[src/rtl/i2s_codec_bridge.sv]
// I2S master bridge between the audio codec and packet_manager.
// Generates BCLK/LRCLK from clk, captures the codec ADC left channel as
// 16-bit samples, and plays accepted DAC samples on both channels.
// Frame = 32 BCLK: slots 1..16 carry the left word, 17..31 and 0 the right
// word (slot 0 also carries the one-BCLK-delayed LSB of the previous word).
module i2s_codec_bridge #(
  parameter int CLK_DIV = 4
) (
  input  logic        clk,
  input  logic        rst,
  output logic        i2s_bclk,
  output logic        i2s_lrclk,
  output logic        i2s_dac_sd,
  input  logic        i2s_adc_sd,
  output logic [15:0] adc_data_out,
  output logic        adc_data_valid,
  input  logic [15:0] dac_data_in,
  input  logic        dac_data_valid,
  output logic        dac_ready,
  output logic        dac_underrun
);

  localparam int DIV_W = $clog2(CLK_DIV);
  localparam logic [DIV_W-1:0] DIV_LAST = DIV_W'(CLK_DIV - 1);
  localparam logic [4:0] SLOT_FIRST     = 5'd1;
  localparam logic [4:0] SLOT_LEFT_LAST = 5'd16;

  // Bit position of the word carried in a slot: (16 - s) mod 16.
  // Slot 1 -> bit 15 ... slot 16 -> bit 0, slot 17 -> bit 15 ... slot 0 -> bit 0.
  function automatic logic [3:0] tx_bit_index(input logic [3:0] s_low);
    return 4'd0 - s_low;
  endfunction

  // Registered state
  logic [DIV_W-1:0] div_cnt;
  logic [4:0]       slot;
  // Only the 15 most recent ADC bits are ever needed: the 16th comes
  // straight from the pin in the capture cycle.
  logic [14:0]      rx_shift;
  logic [15:0]      tx_cur;
  logic [15:0]      hold_data;
  logic             hold_full;

  // Decoded controls
  logic        half_tick;
  logic        rise_ev;
  logic        fall_ev;
  logic [4:0]  slot_next;
  logic        frame_start;
  logic        tx_load;
  logic        accept;
  logic        left_rise;
  logic [15:0] tx_word;
  logic        tx_bit;
  logic [15:0] rx_next;

  // Holding register is the only buffer, so ready simply reflects it.
  assign dac_ready = ~hold_full;

  // Decode divider wrap into BCLK edges and derive the per-edge frame controls.
  always_comb begin
    half_tick   = 1'b0;
    rise_ev     = 1'b0;
    fall_ev     = 1'b0;
    slot_next   = slot + 5'd1;
    frame_start = 1'b0;
    tx_load     = 1'b0;
    accept      = 1'b0;
    left_rise   = 1'b0;
    tx_word     = tx_cur;
    tx_bit      = 1'b0;
    rx_next     = {rx_shift, i2s_adc_sd};

    if (div_cnt == DIV_LAST) begin
      half_tick = 1'b1;
    end else begin
      half_tick = 1'b0;
    end

    rise_ev = half_tick & ~i2s_bclk;
    fall_ev = half_tick & i2s_bclk;

    if (fall_ev && (slot_next == SLOT_FIRST)) begin
      frame_start = 1'b1;
    end else begin
      frame_start = 1'b0;
    end

    tx_load = frame_start & hold_full;
    // An offer in the load cycle only sees an empty hold; the load itself
    // is decided on the old hold state, so the new sample waits a frame.
    accept  = dac_data_valid & ~hold_full;

    // The word loaded at frame start must already drive the first bit.
    if (tx_load) begin
      tx_word = hold_data;
    end else begin
      tx_word = tx_cur;
    end
    tx_bit = tx_word[tx_bit_index(slot_next[3:0])];

    if (rise_ev && (slot >= SLOT_FIRST) && (slot <= SLOT_LEFT_LAST)) begin
      left_rise = 1'b1;
    end else begin
      left_rise = 1'b0;
    end
  end

  // Clock divider: BCLK toggles once every CLK_DIV clk cycles.
  always_ff @(posedge clk) begin
    if (rst) begin
      div_cnt  <= '0;
      i2s_bclk <= 1'b0;
    end else if (half_tick) begin
      div_cnt  <= '0;
      i2s_bclk <= ~i2s_bclk;
    end else begin
      div_cnt  <= div_cnt + DIV_W'(1);
    end
  end

  // Slot counter, word select and DAC serial bit all advance on the BCLK fall.
  always_ff @(posedge clk) begin
    if (rst) begin
      slot       <= 5'd0;
      i2s_lrclk  <= 1'b0;
      i2s_dac_sd <= 1'b0;
    end else if (fall_ev) begin
      slot       <= slot_next;
      i2s_lrclk  <= slot_next[4];
      i2s_dac_sd <= tx_bit;
    end else begin
      slot       <= slot;
      i2s_lrclk  <= i2s_lrclk;
      i2s_dac_sd <= i2s_dac_sd;
    end
  end

  // DAC holding register, frame-start word load and starvation pulse.
  always_ff @(posedge clk) begin
    if (rst) begin
      hold_full    <= 1'b0;
      hold_data    <= 16'h0000;
      tx_cur       <= 16'h0000;
      dac_underrun <= 1'b0;
    end else begin
      dac_underrun <= frame_start & ~hold_full;
      if (tx_load) begin
        tx_cur    <= hold_data;
        hold_full <= 1'b0;
      end else if (accept) begin
        hold_data <= dac_data_in;
        hold_full <= 1'b1;
      end else begin
        hold_full <= hold_full;
      end
    end
  end

  // ADC left-slot deserialiser: MSB first, capture and pulse on the slot-16 rise.
  always_ff @(posedge clk) begin
    if (rst) begin
      rx_shift       <= 15'h0000;
      adc_data_out   <= 16'h0000;
      adc_data_valid <= 1'b0;
    end else begin
      adc_data_valid <= 1'b0;
      if (left_rise) begin
        rx_shift <= rx_next[14:0];
        if (slot == SLOT_LEFT_LAST) begin
          adc_data_out   <= rx_next;
          adc_data_valid <= 1'b1;
        end else begin
          adc_data_out   <= adc_data_out;
        end
      end else begin
        rx_shift <= rx_shift;
      end
    end
  end

endmodule
[config.mk]
export PLATFORM = sky130hd
export DESIGN_NAME = i2s_codec_bridge
export DESIGN_NICKNAME = d
export VERILOG_FILES = /design/src/rtl/i2s_codec_bridge.sv
export SDC_FILE = /design/constraint.sdc
export NUM_CORES = 1
export LEC_CHECK = 0
export CORE_ASPECT_RATIO = 2
export CORE_UTILIZATION = 30
export CTS_BUF_LIST = sky130_fd_sc_hd__clkbuf_16
export DETAILED_ROUTE_END_ITERATION = 8
export HOLD_SLACK_MARGIN = 0.08
export PLACE_DENSITY = 0.53
export SETUP_SLACK_MARGIN = 0.4
export SLEW_MARGIN = 20
export SYNTH_ARGS = -nofsm -noshare
export SYNTH_HDL_FRONTEND = slang
export SYNTH_SLANG_ARGS = --single-unit
[constraint.sdc]
create_clock -name clk -period 3.2 [get_ports clk]
set_clock_uncertainty 0.15 [all_clocks]
set_input_delay 0.48 -clock clk [delete_from_list [all_inputs] [get_ports clk]]
set_output_delay 0.48 -clock clk [all_outputs]
set_load 0.1 [all_outputs]
==> out/summary.txt <==
Slowest cell on crit path - or4_4
Setup CP Type - flip-flop to flip-flop
Max Clk Rate - 0.362 GHz
Top FF cell, synth - dfxtp_1
Status - completed
Routability-driven placement congestion ratio - 0.783
Grt ovf - 0
Commonest non-fill, non-tap cell in the layout - nand2_1
Avg Cell Area, Syn - 8.47 sq um
Max_slew headroom - 0.482
Post-synth EDFFs - 0
Vias in the first global route - 2388
Antenna violations before repair - 0
VDD IR max - 0.339 mV
Yosys top cell by area - dfxtp_1
Reg2Reg Setup Slack - 440 ps
Worst r2r src - slot[1]$_SDFFE_PP0P_
Vias - 2572
CTS clk-pin slew, worst paths - 50 ps
CORE AREA - 0.00976 sq mm
Worst slack, placed - 235 ps
FF-to-FF path depth - 10
WHS Path Cells - 1
Mapped Cells - 359
Total power - 2.01 mW
Core Rows - 51
Yosys warning count - 0
FF+latch count, synth - 75
LEAKAGE - 1.55 nW
Vias/cell - 4.72
Area grow syn2layout - 34.1%
GRT Overall Usage - 0.145
CTS Buffer Depth - 2
Crit Path Max Fanout - 10
Seq/Total Area, Yosys - 0.494
Period utilisation layout - 0.863
RSZ-0062 raised after global routing - no
CTS Hold Bufs - 0
Die area - 0.0106 sq mm
WL per Instance - 13.3 microns
Final Instance Area - 0.00408 sq mm
Largest net degree at the start of global routing - 43
Most frequent cells in the layout - nand2_1, dfxtp_1, nor2_1
Hold endpoint - div_cnt[0]$_SDFF_PP0_
Worst r2r dst - i2s_dac_sd$_SDFFE_PP0P_
DRC violations left - 0
1st-iter DRT viols - 89
Antenna cells - 0
First-pass GRT wire length - 11400 microns
Initial Util - 0.312
Fin Setup TNS - 0 ps
Fin. max-slew vios - 0
Top Ports - 42
Final setup violation count - 0
Layout cells sized above 1 - 0.201
Distinct cells, synth - 36
Nets - 432
WP data required - 3260 ps
Crit-path cells - ha_1 > nand3_1 > or4_4 > o21a_4 > buf_12 > mux2i_4 > o22ai_2 > nor4_2 > nor4_1 > a311o_1
FILL cells - 994
Final hold viol count - 0
CTS buffer count - 9
Hpwl dp - 4890 microns
Pwr dens - 492 mW/mm^2
Worst Hold Launch - div_cnt[0]$_SDFF_PP0_
CP startpoint kind - flip-flop
Mapped cell area - 0.00304 sq mm
Setup WS post-layout - 438 ps
Detailed Routing Iterations Pass 1 - 4
CP peak stage delay - 520 ps
Root buffer cell - clkbuf_16
Syn Nets - 383
WL final - 7270 microns
Die width - 73.2 microns
CTS sink cnt - 75
Post-synth ARST share - 0
Worst Hold Class - flip-flop to flip-flop
Placed Area - 0.00355 sq mm
Htree depth - 3
Maxcap violations - 0
Top cell type's share of synthesized area - 0.494
Synth top area cells - dfxtp_1, mux2i_1, nand2_1, a21oi_1, nor2_1
Slew at the pin closest to its max-slew limit - 775 ps
Clock Latency Late Sink - 330 ps
Chip Height - 144 microns
CTS tree - built
Min cycle time layout - 2760 ps
Count of input and output buffers - 41
CP arrival - 2820 ps
Critical path endpoint category - flip-flop
Final ANT Viol Nets - 0
final cells by class:
| class | instances | area (sq um) | area share |
|---|---|---|---|
| clock buffers | 9 | 225 | 0.0552 |
| clock inverters | 7 | 53.8 | 0.0132 |
| inverters | 4 | 17.5 | 0.00429 |
| multi-input cells | 257 | 1570 | 0.384 |
| flip-flops and latches | 75 | 1520 | 0.371 |
| well taps | 132 | 165 | 0.0405 |
| repair buffers | 61 | 538 | 0.132 |
cells in the mapped netlist (3+ instances only):
master / count
a21oi_1: 38
buf_1: 6
inv_1: 3
nand2_1: 80
nor4_1: 5
nor2_1: 46
buf_2: 3
o21ai_0: 4
xnor2_1: 5
dfxtp_1: 75
ha_1: 4
nor3_1: 6
mux2i_1: 34
xor2_1: 3
nand3_1: 8
clkbuf_1: 12
report_power, final:
part / switching (mW) / internal, mW
sequential: 0.0158 / 0.949
combinational: 0.0587 / 0.0444
clock: 0.353 / 0.587
total: 0.428 / 1.58
metal layers:
layer,vias to the layer above,part of all wire,wire (microns),track usage
met3,18,0.026,187,0.0279
met5,-,0,0,0
met4,0,0.038,277,0.0939
met2,44,0.57,4130,0.271
li1,1301,-,-,-
met1,1209,0.37,2670,0.137
flip-flops by register name (all words and copies together) (netlist names):
| register | flops |
|---|---|
| i2s_bclk | 1 |
| adc_data_valid | 1 |
| i2s_lrclk | 1 |
| tx_cur | 16 |
| dac_underrun | 1 |
| hold_data | 16 |
| slot | 4 |
| rx_shift | 15 |
| i2s_dac_sd | 1 |
| hold_full | 1 |
| adc_data_out | 16 |
| div_cnt | 2 |
repair_timing:
action,in CTS,in global routing
pin swaps,6,6
setup buffers,7,1
endpoints found under the setup margin,1,1
cloned,1,0
resized for setup,23,12
critical path, delay by kind of cell (launching register included):
kind,cells,cell delay [ps]
compound gates,3,570
fa+ha+maj,1,160
buf+inv,1,150
flops,1,380
mux,1,180
simple gates,4,1050
kinds of logic after synthesis:
kind of cell,synth area share
simple gates,0.216
flops,0.494
compound gates,0.0934
mux,0.119
buf+inv,0.0383
xor+xnor,0.0230
fa+ha+maj,0.0165
stage by stage:
| step | utilization | hold slack (ps) | instances |
|---|---|---|---|
| final | 0.418 | 300 | 545 |
| after global routing | 0.418 | 321 | 545 |
| after CTS | 0.411 | 307 | 544 |
| after detailed placement | 0.363 | 279 | 520 |
| after global placement | 0.363 | 262 | 520 |
| after floorplan | - | 254 | 359 |
worst max-delay path by stage:
stage          slack (ps)                  from  cells after the start                 endpoint
6_report              440  slot[1]$_SDFFE_PP0P_                     10  i2s_dac_sd$_SDFFE_PP0P_
5_1_grt               390  slot[1]$_SDFFE_PP0P_                     10  i2s_dac_sd$_SDFFE_PP0P_
4_1_cts               410  slot[0]$_SDFFE_PP0P_                     10  i2s_dac_sd$_SDFFE_PP0P_
3_5_place_dp          230  slot[1]$_SDFFE_PP0P_                     10  i2s_dac_sd$_SDFFE_PP0P_
3_3_place_gp          320  slot[0]$_SDFFE_PP0P_                     11  i2s_dac_sd$_SDFFE_PP0P_
2_1_floorplan         410  slot[0]$_SDFFE_PP0P_                     12  i2s_dac_sd$_SDFFE_PP0P_
Note: power is estimated with default switching activity, not from simulation.
